[src/rtl/decade_stopwatch_ctrl_pkg.sv]
// -----------------------------------------------------------------------------
// decade_stopwatch_ctrl_pkg
// Shared definitions for the decade stopwatch controller:
//   - state_e   : controller state encoding (IDLE/RUN/PAUSE/DONE)
//   - DIGIT_W   : width of one BCD digit
//   - BCD_MAX   : highest legal BCD digit value
//   - all_nines : true when the low ndig digits of a packed BCD value are all 9
//   - is_bcd    : true when the low ndig digits of a packed value are all <= 9
// -----------------------------------------------------------------------------
package decade_stopwatch_ctrl_pkg;

  localparam int         DIGIT_W = 4;
  localparam logic [3:0] BCD_MAX = 4'd9;

  typedef enum logic [1:0] {
    ST_IDLE  = 2'd0,
    ST_RUN   = 2'd1,
    ST_PAUSE = 2'd2,
    ST_DONE  = 2'd3
  } state_e;

  // Packed BCD values up to 8 digits are passed zero-extended to 32 bits.
  function automatic logic all_nines(input logic [31:0] value, input int ndig);
    logic res;
    res = 1'b1;
    for (int i = 0; i < 8; i++) begin
      if (i < ndig && value[i*DIGIT_W +: DIGIT_W] != BCD_MAX) begin
        res = 1'b0;
      end
    end
    return res;
  endfunction

  function automatic logic is_bcd(input logic [31:0] value, input int ndig);
    logic res;
    res = 1'b1;
    for (int i = 0; i < 8; i++) begin
      if (i < ndig && value[i*DIGIT_W +: DIGIT_W] > BCD_MAX) begin
        res = 1'b0;
      end
    end
    return res;
  endfunction

endpackage

[src/rtl/decade_stopwatch_ctrl_bcd_digit.sv]
// -----------------------------------------------------------------------------
// bcd_digit
// One BCD decade (0..9) of the stopwatch cascade.
// Ports:
//   clk_i    : system clock
//   rst_ni   : asynchronous active-low reset, digit -> 0
//   clr_i    : synchronous clear, digit -> 0 (wins over inc_i)
//   inc_i    : increment enable for this edge, 9 wraps to 0
//   q_o      : current digit value
//   carry_o  : inc_i while the digit sits at 9 (enables the next decade)
// -----------------------------------------------------------------------------
module bcd_digit
  import decade_stopwatch_ctrl_pkg::*;
(
  input  logic                 clk_i,
  input  logic                 rst_ni,
  input  logic                 clr_i,
  input  logic                 inc_i,
  output logic [DIGIT_W-1:0]   q_o,
  output logic                 carry_o
);

  logic [DIGIT_W-1:0] q_q;
  logic [DIGIT_W-1:0] q_d;

  always_comb begin
    q_d = q_q;
    if (clr_i) begin
      q_d = '0;
    end else if (inc_i) begin
      q_d = (q_q == BCD_MAX) ? '0 : q_q + 4'd1;
    end
  end

  always_ff @(posedge clk_i or negedge rst_ni) begin
    if (!rst_ni) begin
      q_q <= '0;
    end else begin
      q_q <= q_d;
    end
  end

  assign q_o     = q_q;
  assign carry_o = inc_i & (q_q == BCD_MAX);

endmodule

[src/rtl/decade_stopwatch_ctrl.sv]
// -----------------------------------------------------------------------------
// decade_stopwatch_ctrl
// Run/pause/done sequencer for a cascade of BCD decades forming a stopwatch.
// A prescaler divides clk by TICK_DIV while running; each prescaler period
// ripples one increment into the digit cascade. An optional terminal count
// (limit_i) stops the watch in DONE holding the limit value.
//
// Optional feature macro: DECADE_STOPWATCH_LAP_EN
//   When defined, adds lap_i / lap_active_o: a lap pulse in RUN freezes the
//   displayed count while the internal count keeps running; a second lap,
//   clear, reset or reaching DONE releases the freeze.
//
// Parameters:
//   DIGITS   : number of cascaded BCD digits (1..8)
//   TICK_DIV : clk cycles per count increment (>= 2)
//   PW       : prescaler width, 2**PW >= TICK_DIV
// Ports:
//   clk_i        : system clock
//   rst_ni       : asynchronous active-low reset
//   start_stop_i : 1-cycle pulse, toggles run/pause (ignored in DONE)
//   clear_i      : 1-cycle pulse, zero count and return to IDLE
//   limit_en_i   : enables terminal-count compare
//   limit_i      : BCD terminal value, digit 0 in [3:0]
//   count_o      : displayed BCD count
//   tick_o       : 1-cycle pulse on every count increment
//   running_o    : high in RUN
//   done_o       : high in DONE
//   wrap_o       : 1-cycle pulse when the full count rolls 9..9 -> 0..0
// -----------------------------------------------------------------------------
module decade_stopwatch_ctrl
  import decade_stopwatch_ctrl_pkg::*;
#(
  parameter int DIGITS   = 4,
  parameter int TICK_DIV = 100000,
  parameter int PW       = 17
) (
  input  logic                    clk_i,
  input  logic                    rst_ni,
  input  logic                    start_stop_i,
  input  logic                    clear_i,
  input  logic                    limit_en_i,
  input  logic [4*DIGITS-1:0]     limit_i,
`ifdef DECADE_STOPWATCH_LAP_EN
  input  logic                    lap_i,
  output logic                    lap_active_o,
`endif
  output logic [4*DIGITS-1:0]     count_o,
  output logic                    tick_o,
  output logic                    running_o,
  output logic                    done_o,
  output logic                    wrap_o
);

  localparam int             CW         = DIGIT_W * DIGITS;
  localparam logic [PW-1:0]  PRESC_LAST = PW'(TICK_DIV - 1);

  state_e          state_q;
  logic [PW-1:0]   presc_q;
  logic            tick_q;
  logic            wrap_q;
  logic            running_q;
  logic            done_q;

  logic [CW-1:0]   live_count;
  logic [CW-1:0]   count_nxt;
  logic [DIGITS:0] inc;

  logic            presc_wrap;
  logic            tick_evt;
  logic            wrap_evt;
  logic            limit_ok;
  logic            limit_hit;

  // A pending clear suppresses the increment so clear always lands on zero.
  assign presc_wrap = (state_q == ST_RUN) && (presc_q == PRESC_LAST);
  assign tick_evt   = presc_wrap && !clear_i;
  assign inc[0]     = tick_evt;
  // The carry out of the most significant decade is exactly a full rollover.
  assign wrap_evt   = inc[DIGITS];

  generate
    for (genvar gi = 0; gi < DIGITS; gi++) begin : g_digit
      bcd_digit u_digit (
        .clk_i   (clk_i),
        .rst_ni  (rst_ni),
        .clr_i   (clear_i),
        .inc_i   (inc[gi]),
        .q_o     (live_count[gi*DIGIT_W +: DIGIT_W]),
        .carry_o (inc[gi+1])
      );

      // Post-increment value of this digit, used only by the limit compare.
      assign count_nxt[gi*DIGIT_W +: DIGIT_W] =
          !inc[gi] ? live_count[gi*DIGIT_W +: DIGIT_W] :
          (live_count[gi*DIGIT_W +: DIGIT_W] == BCD_MAX) ? '0 :
          live_count[gi*DIGIT_W +: DIGIT_W] + 4'd1;
    end
  endgenerate

  // A limit with any non-BCD digit can never equal a legal count.
  assign limit_ok  = is_bcd(32'(limit_i), DIGITS);
  assign limit_hit = tick_evt && limit_en_i && limit_ok && (count_nxt == limit_i);

`ifdef DECADE_STOPWATCH_LAP_EN
  logic          hold_q;
  logic [CW-1:0] hold_val_q;
`endif

  always_ff @(posedge clk_i or negedge rst_ni) begin
    if (!rst_ni) begin
      state_q    <= ST_IDLE;
      presc_q    <= '0;
      tick_q     <= 1'b0;
      wrap_q     <= 1'b0;
      running_q  <= 1'b0;
      done_q     <= 1'b0;
`ifdef DECADE_STOPWATCH_LAP_EN
      hold_q     <= 1'b0;
      hold_val_q <= '0;
`endif
    end else begin
      tick_q <= 1'b0;
      wrap_q <= 1'b0;
      if (clear_i) begin
        state_q   <= ST_IDLE;
        presc_q   <= '0;
        running_q <= 1'b0;
        done_q    <= 1'b0;
`ifdef DECADE_STOPWATCH_LAP_EN
        hold_q    <= 1'b0;
`endif
      end else begin
        case (state_q)
          ST_IDLE: begin
            if (start_stop_i) begin
              state_q   <= ST_RUN;
              presc_q   <= '0;
              running_q <= 1'b1;
            end
          end
          ST_RUN: begin
            presc_q <= presc_wrap ? '0 : presc_q + PW'(1);
            tick_q  <= presc_wrap;
            wrap_q  <= wrap_evt;
`ifdef DECADE_STOPWATCH_LAP_EN
            // Capture the value on display at the lap edge.
            if (lap_i) begin
              hold_q <= !hold_q;
              if (!hold_q) begin
                hold_val_q <= live_count;
              end
            end
`endif
            if (limit_hit) begin
              state_q   <= ST_DONE;
              running_q <= 1'b0;
              done_q    <= 1'b1;
`ifdef DECADE_STOPWATCH_LAP_EN
              hold_q    <= 1'b0;
`endif
            end else if (start_stop_i) begin
              state_q   <= ST_PAUSE;
              running_q <= 1'b0;
            end
          end
          ST_PAUSE: begin
            // Prescaler is left untouched so the partial period resumes.
            if (start_stop_i) begin
              state_q   <= ST_RUN;
              running_q <= 1'b1;
            end
          end
          ST_DONE: begin
            state_q <= ST_DONE;
          end
          default: begin
            state_q   <= ST_IDLE;
            running_q <= 1'b0;
            done_q    <= 1'b0;
          end
        endcase
      end
    end
  end

`ifdef DECADE_STOPWATCH_LAP_EN
  assign count_o      = hold_q ? hold_val_q : live_count;
  assign lap_active_o = hold_q;
`else
  assign count_o      = live_count;
`endif

  assign tick_o    = tick_q;
  assign wrap_o    = wrap_q;
  assign running_o = running_q;
  assign done_o    = done_q;

endmodule

[config.mk]
export PLATFORM = sky130hd
export DESIGN_NAME = decade_stopwatch_ctrl
export DESIGN_NICKNAME = d
export VERILOG_FILES = /design/src/rtl/decade_stopwatch_ctrl_pkg.sv /design/src/rtl/decade_stopwatch_ctrl_bcd_digit.sv /design/src/rtl/decade_stopwatch_ctrl.sv
export SDC_FILE = /design/constraint.sdc
export NUM_CORES = 1
export LEC_CHECK = 0
export BUFFER_PORTS_ARGS = -buffer_cell sky130_fd_sc_hd__buf_4
export CAP_MARGIN = 20
export CORE_ASPECT_RATIO = 0.7
export CORE_MARGIN = 1
export CORE_UTILIZATION = 45
export DETAILED_ROUTE_END_ITERATION = 8
export GPL_ROUTABILITY_DRIVEN = 1
export PLACE_DENSITY = 0.72
export SLEW_MARGIN = 25
export SYNTH_ARGS = -nofsm -noshare
export SYNTH_HDL_FRONTEND = slang
export SYNTH_SLANG_ARGS = --single-unit
[constraint.sdc]
create_clock -name clk_i -period 3.85 [get_ports clk_i]
set_input_delay 0.1925 -clock clk_i [delete_from_list [all_inputs] [get_ports clk_i]]
set_output_delay 0.1925 -clock clk_i [all_outputs]
set_load 0.1 [all_outputs]
; ---- Word-level counts from Yosys, hierarchy flattened
; Cells that the tools add are included.
[word_totals]
out_inout_bits = 20
word_cells = 88
rom_bits = 0
mem_bits_rw = 0
inputBits = 21
ff_bits = 39
memories = 0
latchBits = 0
[classes]
n_reduce_logical = 16
div = 0
n_bitwise = 4
n_addsub = 5
multipliers = 0
eq_ne = 12
shifts = 0
order_cmp = 4
mux = 37
[op_table]
columns = operator, count
row1 = 17-bit two-way mux, 3
row2 = 4-bit two-way mux, 12
row3 = 17-bit one-hot mux with 2 select lines, 1
row4 = "17-bit by 1-bit adder with 17-bit output, second input constant", 1
row5 = "17-bit == test, second input constant", 1
row6 = "4-bit by 1-bit adder with 4-bit output, second input constant", 4
row7 = 16-bit == test, 1
row8 = "4-bit == test, second input constant", 4
row9 = "4-bit > comparator, second input constant", 4
row10 = 1-bit two-way mux, 15
row11 = 2-bit two-way mux, 4
row12 = 2-bit one-hot mux with 3 select lines, 1
row13 = 2-bit AND reduction, 3
row14 = 3-bit nonzero test, 2
row15 = 1-bit logical AND, 5
row16 = 1-bit AND, 4
row17 = "2-bit == test, second input constant", 2
row18 = "4-bit inequality test, second input constant", 1
row19 = 2-bit nonzero test, 2
row20 = "3-bit by 1-bit inequality test with 1-bit output, second input constant", 1
row21 = "3-bit inequality test, second input constant", 1
row22 = 3-bit AND reduction, 1
row23 = "2-bit by 1-bit == test with 1-bit output, second input constant", 1
row24 = 2-bit zero test, 1
row25 = other kinds (3), 3

; ---- Logic depth before layout (Yosys ltp)
; Gate-level depths: netlist (run 1).
[logic_depth]
depth_word = 12
ltp_mapped = 11
ltp_nobuf = 10

; ---- Cells and area by module
; From an unflattened synthesis (run 1), not the netlist that was laid out.
[unflattened]
cells_unflattened = 349
area_unflattened_um2 = 2875.3
[by_module_without_submodules]
columns = module, cells_per_inst, seq_area_each_um2, instances, area_each_um2
row1 = decade_stopwatch_ctrl, 245, 575.6, 1, 1909.3
row2 = bcd_digit, 26, 100.1, 4, 241.5

; ---- Least setup slack after synthesis (run 1)
; OpenSTA, ideal clock, no wires.
[synth_path]
path_kind = flip-flop to flip-flop
startpoint = register g_digit[0].u_digit.q_q[0]
endpoint = register state_q[0]
arrival_ns = 3.475
path_buffers = 0
setup_time_ns = 0.099
synth_period_minus_slack_ns = 3.575
slack_ns = 0.275
path_stages_with_launch = 10
t_required_ns = 3.751
cell_sequence = dfrtp_1 -> ha_1 -> nand3b_1 -> nor2_1 -> nand4_4 -> a211o_1 -> a2111oi_2 -> nand4bb_1 -> or4_1 -> a311oi_1
[synth_via]
elab_chain_len = 10
elab_cells_between_ends = 17
cone_classes = add/sub: 1 / eq/ne: 3 / mux: 8 / bitwise: 3 / reduce/logical: 2
[synth_rtl]
columns = item, line_no
row1 = "start, declared", decade_stopwatch_ctrl_bcd_digit.sv:23  ; logic [DIGIT_W-1:0] q_q;
row2 = "start signal, assigned", decade_stopwatch_ctrl_bcd_digit.sv:39  ; q_q <= q_d;
row3 = 4-bit == test, "decade_stopwatch_ctrl_bcd_digit.sv:44, decade_stopwatch_ctrl.sv:95"
row4 = 1-bit AND (3 in a row), decade_stopwatch_ctrl_bcd_digit.sv:44  ; assign carry_o = inc_i & (q_q == BCD_MAX);
row5 = 4-bit two-way mux, n/a
row6 = 16-bit == test (*), decade_stopwatch_ctrl.sv:102  ; assign limit_hit = tick_evt && limit_en_i && limit_ok && (count_nxt == limit_i);
row7 = 1-bit logical AND (*), decade_stopwatch_ctrl.sv:102
row8 = 2-bit two-way mux, decade_stopwatch_ctrl.sv:154  ; if (limit_hit) begin
row9 = 2-bit one-hot mux with 3 select lines, decade_stopwatch_ctrl.sv:133  ; case (state_q)
row10 = 2-bit two-way mux, decade_stopwatch_ctrl.sv:124  ; if (clear_i) begin
row11 = "end signal, assigned", decade_stopwatch_ctrl.sv:125  ; state_q <= ST_IDLE;
row12 = "end signal, assigned", decade_stopwatch_ctrl.sv:136  ; state_q <= ST_RUN;
row13 = "end signal, assigned", decade_stopwatch_ctrl.sv:155  ; state_q <= ST_DONE;
row14 = "end, declared", decade_stopwatch_ctrl.sv:57  ; state_e state_q;
; Every way passes the cells marked *; elsewhere a longest branch is shown, timed or not.
; A chain may end at the register's enable or synchronous reset.

; ---- Final worst setup path (run 1)
[layout_path]
startpoint = register presc_q[11]
endpoint = register running_q, in the netlist running_o
[layout_via]
elab_chain_len = 12
elab_cells_between_ends = 19
cone_classes = eq/ne: 3 / mux: 7 / bitwise: 3 / reduce/logical: 6
[layout_rtl]
columns = item, line_no
row1 = "start, declared", decade_stopwatch_ctrl.sv:58  ; logic [PW-1:0] presc_q;
row2 = "start signal, assigned", decade_stopwatch_ctrl.sv:142  ; presc_q <= presc_wrap ? '0 : presc_q + PW'(1);
row3 = 17-bit == test (*), decade_stopwatch_ctrl.sv:75  ; assign presc_wrap = (state_q == ST_RUN) && (presc_q == PRESC_LAST);
row4 = 1-bit logical AND (*), decade_stopwatch_ctrl.sv:75
row5 = 1-bit logical AND (*), decade_stopwatch_ctrl.sv:76  ; assign tick_evt = presc_wrap && !clear_i;
row6 = 1-bit AND (3 in a row), decade_stopwatch_ctrl_bcd_digit.sv:44
row7 = 4-bit two-way mux, n/a
row8 = 16-bit == test, decade_stopwatch_ctrl.sv:102
row9 = 1-bit logical AND (*), decade_stopwatch_ctrl.sv:102
row10 = 1-bit two-way mux, decade_stopwatch_ctrl.sv:154
row11 = 1-bit one-hot mux with 2 select lines, decade_stopwatch_ctrl.sv:133
row12 = 1-bit two-way mux, decade_stopwatch_ctrl.sv:124
row13 = "end signal, assigned", decade_stopwatch_ctrl.sv:127  ; running_q <= 1'b0;
row14 = "end signal, assigned", decade_stopwatch_ctrl.sv:138  ; running_q <= 1'b1;
row15 = "end signal, assigned", decade_stopwatch_ctrl.sv:156  ; running_q <= 1'b0;
row16 = "end, declared", decade_stopwatch_ctrl.sv:61  ; logic running_q;
; Marks and branches as above.

==> results of run 1 <==
==> layout make-up <==
| type | instances | area, µm² |
|---|---|---|
| clock inverter | 3 | 20.02 |
| inverter | 13 | 48.80 |
| multi-input combinational | 288 | 1871 |
| timing repair buffer | 45 | 340.3 |
| fill | 598 | 2854 |
| clock buffer | 5 | 68.82 |
| tap | 78 | 97.59 |
| sequential | 39 | 975.9 |
==> worst min-delay path by stage <==
stage | depth (start not counted) | endpoint | start | slack (ps)
2_1_floorplan | 0 | done_o | rst_ni | -100
3_3_place_gp | 1 | g_digit[0].u_digit.q_o[2] | rst_ni | 200
3_5_place_dp | 1 | g_digit[1].u_digit.q_o[3] | rst_ni | 200
4_1_cts | 2 | state_q[0] | start_stop_i | 130
5_1_grt | 2 | state_q[0] | start_stop_i | 150
6_report | 2 | state_q[0] | start_stop_i | 140
==> placed cells by master, fill, tap and decap left out, drive strengths merged, types with 10 or more instances in the layout <==
cell | Yosys | routed
nand3 | 18 | 18
dfrtp | 39 | 39
inv | 13 | 13
o21ai | 33 | 33
nand2 | 31 | 31
nor2 | 38 | 38
and3 | 10 | 10
nor3 | 16 | 16
nor4 | 11 | 11
a21oi | 18 | 18
buf | 2 | 44
==> registers in the layout, summed over array words and instances, names as in the netlist <==
signal / count
presc_q: 17
g_digit.u_digit.q_o: 16
state_q: 2
done_o: 1
running_o: 1
tick_o: 1
wrap_o: 1
==> metrics by stage <==
step | util | setup slack (ps) | hold slack [ps] | area, µm² | power, W
2_1_floorplan | - | 275.3 | -103.1 | 2940 | 0.0004748
5_1_grt | 0.5453 | 143.9 | 149.5 | 3422 | 0.0008360
3_5_place_dp | 0.5291 | 401.5 | 205.0 | 3321 | 0.0005213
3_3_place_gp | 0.5291 | 465.8 | 200.5 | 3321 | 0.0005211
4_1_cts | 0.5449 | 354.2 | 131.2 | 3420 | 0.0008052
6_report | 0.5453 | 312.6 | 142.6 | 3422 | 0.0007979
==> metal layers <==
metal  global-route usage  vias to the layer above
met5                    0                        -
met2               0.3091                      182
met3              0.08065                       17
met1               0.4369                     1388
li1                     -                     1413
met4              0.07297                        0
==> worst register-to-register path: cells and delay by family (launching register included) <==
family / cells / cell delay, ps
AND/OR/NAND/NOR: 5 / 2390
AO/OA/AOI/OAI: 1 / 150
flip-flops: 1 / 430
multiplexers: 1 / 310
XOR/XNOR: 1 / 120
==> logic make-up (layout without fill, tap and decap cells) <==
logic type / count (synthesis) / after routing / synth area share
mux: 4 / 4 / 0.01404
simple gates: 171 / 171 / 0.3417
xor+xnor: 9 / 9 / 0.02681
fa+ha+maj: 9 / 9 / 0.03830
flops: 39 / 39 / 0.3319
buf+inv: 25 / 66 / 0.03277
compound gates: 95 / 95 / 0.2145
==> power groups by stage <==
stage	clock [W]	combinational (W)	sequential, W
2_1_floorplan	0	0.0000406	0.000434
3_3_place_gp	0	0.0000955	0.000426
3_5_place_dp	0	0.0000953	0.000426
4_1_cts	0.000291	0.0000965	0.000418
5_1_grt	0.000311	0.000107	0.000419
6_report	0.000282	0.0000980	0.000418
==> impl_metrics.csv, run 1 <==
group,metric,value,unit
power,p_leak,1.468,nW
outcome,status,"completed",
cts,htree_levels,2,
sta,skew,12.62,ps
synthesis,syn_inst,352,
sta,setup_viol,0,
die,io_pins,41,
cts,cts_resized,0,
critical_path,end_kind,"register",
grt,grt_pass1_wl,14010,µm
critical_path,endpoint,"running_o",
placement,dp_hpwl,6696,µm
routing,drtIter0Drc,363,
synthesis,ys.flop_type,"dfrtp_1",
critical_path,cp_max_fo,10,
critical_path,r2r_end,"running_o",
critical_path,slowest_delay,660,ps
grt,antenna_found_initial,0,
finish,final_cell_count_no_fill,471,
critical_path,crit_slowest_cell,"or4b_2",
sta,period_share,0.9188,
routing,vias,3000,
cts,clock_tree.buffer_depth,2,
grt,grt_usage,0.2635,
synthesis,synthTopCellsByArea,"dfrtp_1, o21ai_0, nor2_1",
power,pwr-share-seq,0.524,
synthesis,synth_nets,382,
synthesis,yosys.area.top_type,"dfrtp_1",
power,sw_frac_of_total,0.2794,
critical_path,critPathArrivalTime,3700,ps
cts,cts_tree,"built",
synthesis,yosysUniqueCellTypes,63,
finish,area_growth,16.38,%
power,p_per_area,233.2,mW/mm²
finish,fin_nets,422,
synthesis,yosysMostFrequentCell,"dfrtp_1",
grt,grt_start_max_net_pins,40,
sta,rsz0062_at_grt,"no",
worst_hold_path,min_path_type,"in -> reg",
critical_path,crit_chain,"nor4b_1 > nand3_1 > nor4_4 > mux2i_1 > xnor2_1 > or4b_2 > nor4_1 > o21ai_0",
cts,post_cts_buffers,0,
cts,ctsHoldBuffers,1,
die,fp.dieH,69.63,µm
cts,clockRootBuffer,"clkbuf_8",
cts,cts_buffers,5,
synthesis,ys_seq_area_frac,0.3319,
routing,first_pass_iters,7,
sta,post-route-min-period,3537,ps
cts,clock_latency,300,ps
power,clkPwrFrac,0.353,
critical_path,required,4010,ps
cts,cts.sinks,39,
routing,topRoutingLayerUsed,"met4",
placement,dp_cells,462,
sta,max_freq,282.7,MHz
power,intPower,0.0005749,W
routing,wl_per_cell,18.76,µm
power,comb_power_share,0.123,
grt,grt-ovfl-total,0,
routing,final_antenna_net_count,0,
routing,drt-total-wl,8837,µm
power,ir_worst_vdd,0.1282,mV
flow_run,drv_cap,0,
sta,max-slew-margin-rel,0.4027,
cts,path_clk_slew,80,ps
die,fp-row-count,24,
synthesis,yosysWarningCount,0,
synthesis,syn_area,0.002940,mm²
critical_path,crit_family,"simple AND/OR/NAND/NOR gates",
critical_path,reg2regPathDepth,8,
synthesis,syn_avg_cell_area,8.353,µm²
grt,grt_pass1_vias,2599,
synthesis,netlist.area_leader.share,0.3319,
critical_path,cp-startpoint,"presc_q[11]",
critical_path,path_depth,8,
finish,n_antenna_cell,0,
synthesis,synth_edf_count,0,
die,die-area,0.006867,mm²
die,chipWidth,98.62,µm
critical_path,reg2reg_from,"presc_q[11]",
die,core,0.006276,mm²
routing,vias_per_cell,6.369,
finish,layout-drive-gt1-share,0.1781,
sta,fin_setup_tns,0,ps
critical_path,path_class,"reg -> reg",
sta,slew_violations,0,
sta,finalHoldViolations,0,
synthesis,ys_ff_latch,39,
placement,portBuffers,40,
routing,post-route-drc-count,0,
power,p_switching,0.0002229,W
critical_path,reg2reg_slack,310,ps
critical_path,start_kind,"register",
synthesis,synthTopCellsByCount,"dfrtp_1, nor2_1, o21ai_0",
critical_path,cp_num_buf_inv,0,
routing,wl_met3,949,µm
synthesis,synthArstFlopShare,1.000,
sta,worst_pin_slew,887.8,ps
die,initial_utilization,0.4685,
placement,gp_congestion,1.022,
routing,met1Wirelength,4552,µm
routing,wl_met2,3219,µm
(Power assumes the default switching activity.)
==> run 2, diff against run 1 <==
--- a/config.mk
+++ b/config.mk
@@ -7,3 +7,2 @@
 export LEC_CHECK = 0
-export BUFFER_PORTS_ARGS = -buffer_cell sky130_fd_sc_hd__buf_4
 export CAP_MARGIN = 20
@@ -13,4 +12,5 @@
 export DETAILED_ROUTE_END_ITERATION = 8
+export DONT_BUFFER_PORTS = 1
 export GPL_ROUTABILITY_DRIVEN = 1
-export PLACE_DENSITY = 0.72
+export PLACE_DENSITY = 0.67
 export SLEW_MARGIN = 25
@@ -18,2 +18,3 @@
 export SYNTH_HDL_FRONTEND = slang
+export SYNTH_HIERARCHICAL = 1
 export SYNTH_SLANG_ARGS = --single-unit
--- a/constraint.sdc
+++ b/constraint.sdc
@@ -3,2 +3,2 @@
 set_output_delay 0.1925 -clock clk_i [all_outputs]
-set_load 0.1 [all_outputs]
+set_load 0.02 [all_outputs]
==> run 2 against run 1 <==
Against the previous run:
- worst setup slack got worse by 53 ps
- core utilization rose by 0.12 points
- flip-flop and latch count did not move
- wire length fell by 14%
- clock skew fell by 4.1 ps
- area after synthesis fell by 2.2%
- sequential power barely moved
- total power fell by 4.3%
- critical path type unchanged
- critical endpoint is now state_q[0]
- largest power group unchanged
- highest routed layer unchanged
==> impl_metrics.csv, run 2 <==
group,metric,value,unit
critical_path,reg2reg_slack,260,ps
sta,setup_viol,0,
synthesis,syn_avg_cell_area,8.239,µm²
grt,grt_start_max_net_pins,40,
critical_path,cp-startpoint,"presc_q[0]",
sta,slew_violations,0,
die,fp-row-count,23,
cts,htree_levels,2,
power,ir_worst_vdd,0.1496,mV
finish,n_antenna_cell,0,
routing,vias_per_cell,6.119,
power,intPower,0.0005588,W
cts,cts_tree,"built",
finish,fin_nets,398,
synthesis,yosysMostFrequentCell,"dfrtp_1",
power,p_per_area,235.7,mW/mm²
routing,final_antenna_net_count,0,
worst_hold_path,hold_depth,2,
finish,most-common-layout-cells,"dfrtp_1, nand2_1, o21ai_0, nor2_1, a21oi_1",
routing,post-route-drc-count,0,
sta,worst_pin_slew,939.3,ps
outcome,status,"completed",
sta,fin_setup_tns,0,ps
critical_path,r2r_end,"state_q[0]",
grt,grt_usage,0.2350,
grt,antenna_found_initial,0,
synthesis,netlist.area_leader.share,0.3394,
synthesis,ys_seq_area_frac,0.3394,
sta,finalHoldViolations,0,
placement,portBuffers,0,
cts,clockRootBuffer,"clkbuf_8",
synthesis,synthTopCellsByCount,"dfrtp_1, nand2_1, o21ai_0",
cts,cts_buffers,5,
worst_hold_path,hp-start,"start_stop_i",
finish,n_fill_cell,536,
die,fp.dieH,68.88,µm
synthesis,yosysWarningCount,6,
routing,drtIter0Drc,323,
routing,wl_per_cell,17.08,µm
worst_hold_path,min_path_type,"in -> reg",
sta,period_share,0.9326,
critical_path,end_kind,"register",
sta,rsz0062_at_grt,"no",
routing,first_pass_iters,5,
routing,drt-total-wl,7583,µm
critical_path,reg2reg_from,"presc_q[0]",
sta,max_freq,278.5,MHz
power,pwr-share-seq,0.548,
placement,dp_hpwl,5377,µm
critical_path,start_kind,"register",
synthesis,synthArstFlopShare,1.000,
routing,vias,2717,
sta,post-route-min-period,3591,ps
finish,layout-drive-gt1-share,0.1274,
die,io_pins,41,
synthesis,ys_ff_latch,39,
synthesis,yosysUniqueCellTypes,57,
die,core,0.005928,mm²
synthesis,yosys.area.top_type,"dfrtp_1",
cts,cts.sinks,39,
power,clkPwrFrac,0.369,
die,die-area,0.006718,mm²
power,comb_power_share,0.082,
critical_path,critPathArrivalTime,3800,ps
critical_path,cp_max_fo,5,
die,initial_utilization,0.4850,
finish,final_common_cell,"dfrtp_1",
cts,path_clk_slew,80,ps
grt,grt_pass1_wl,12230,µm
grt,grt-ovfl-total,0,
cts,post_cts_buffers,0,
synthesis,ys.flop_type,"dfrtp_1",
finish,largest_register_ffs,17,
cts,clock_latency,300,ps
power,p_leak,1.254,nW
sta,skew,8.511,ps
synthesis,synth_edf_count,0,
finish,area_growth,12.66,%
worst_hold_path,whs_endpoint,"running_o",
power,sw_frac_of_total,0.2683,
cts,clock_tree.buffer_depth,2,
die,chipWidth,97.54,µm
grt,grt_pass1_vias,2407,
sta,fin_hold_ws,63.38,ps
synthesis,synth_nets,379,
critical_path,path_class,"reg -> reg",
power,p_switching,0.0002049,W
placement,gp_congestion,0.8771,
synthesis,syn_area,0.002875,mm²
synthesis,syn_inst,349,
flow_run,drv_cap,0,
critical_path,reg2regPathDepth,17,
sta,max-slew-margin-rel,0.3717,
synthesis,synthTopCellsByArea,"dfrtp_1, o21ai_0, nand2_1",
finish,top_register,"presc_q",
critical_path,required,4060,ps
-- run 2: critical path, stage by stage (launching register included) --
cell	delay, ps
dfrtp_1	420
ha_4	180
and4_4	270
nand4_1	230
nor2_4	150
inv_1	100
nor2_4	90
inv_1	90
nor2_4	90
inv_1	90
nor2_4	100
nand2_1	130
nor3b_2	230
o221ai_1	150
or4_4	540
nor4_4	240
nand4_1	200
a211oi_2	210
-- run 2: logic make-up (layout without fill, tap and decap cells) --
group	count (synthesis)	after routing	synth area share
compound gates	101	101	0.2237
fa+ha+maj	9	9	0.03917
flops	39	39	0.3394
xor+xnor	13	13	0.03960
simple gates	161	161	0.3129
mux	5	5	0.01784
buf+inv	21	41	0.02741
-- run 2: what timing repair did --
action                                  CTS  global route
hold buffers                              3             0
hold endpoints to repair                 59             0
gates resized for setup                   0             6
endpoints found under the setup margin    0             4
-- run 2: metrics by stage --
step / area (µm²) / power [W] / setup WS [ps] / utilization / instances
finish: 3239 / 0.0007637 / 259.4 / 0.5464 / 444
detailed placement: 3082 / 0.0004706 / 134.1 / 0.5198 / 433
global route: 3239 / 0.0007945 / 1.088 / 0.5464 / 444
global placement: 3082 / 0.0004703 / 303.8 / 0.5198 / 433
CTS: 3206 / 0.0007676 / 76.94 / 0.5407 / 444
floorplan: 2905 / 0.0004605 / 16.65 / - / 349
-- run 2: per-layer routing --
metal	GRT usage	vias to the layer above	wire [µm]
met4	0.06985	0	70
met1	0.3621	1304	3866
li1	-	1314	-
met2	0.3182	92	3102
met3	0.05544	7	544
met5	0	-	0
-- run 2: power groups by stage --
stage | logic, W | clock network (W) | registers [W]
after floorplan | 0.0000354 | 0 | 0.000425
after global placement | 0.0000441 | 0 | 0.000426
after detailed placement | 0.0000443 | 0 | 0.000426
after CTS | 0.0000617 | 0.000288 | 0.000418
after global routing | 0.0000698 | 0.000305 | 0.000419
final | 0.0000629 | 0.000282 | 0.000419
-- run 2: final cells by class --
type | instances | area [µm²] | share of cell area
Clock buffer | 5 | 68.82 | 0.02124
Clock inverter | 3 | 15.01 | 0.004635
Inverter | 17 | 63.81 | 0.01970
Multi-Input combinational cell | 289 | 1884 | 0.5817
Sequential cell | 39 | 975.9 | 0.3013
Tap cell | 75 | 93.84 | 0.02897
Timing Repair Buffer | 16 | 137.6 | 0.04249
-- run 2: how the worst max path moves through the flow --
stage	endpoint	slack, ps	cells after the start
5_1_grt	state_q[0]	1	17
2_1_floorplan	state_q[0]	20	17
6_report	state_q[0]	260	17
3_5_place_dp	state_q[0]	130	17
4_1_cts	state_q[0]	80	17
3_3_place_gp	state_q[0]	300	17
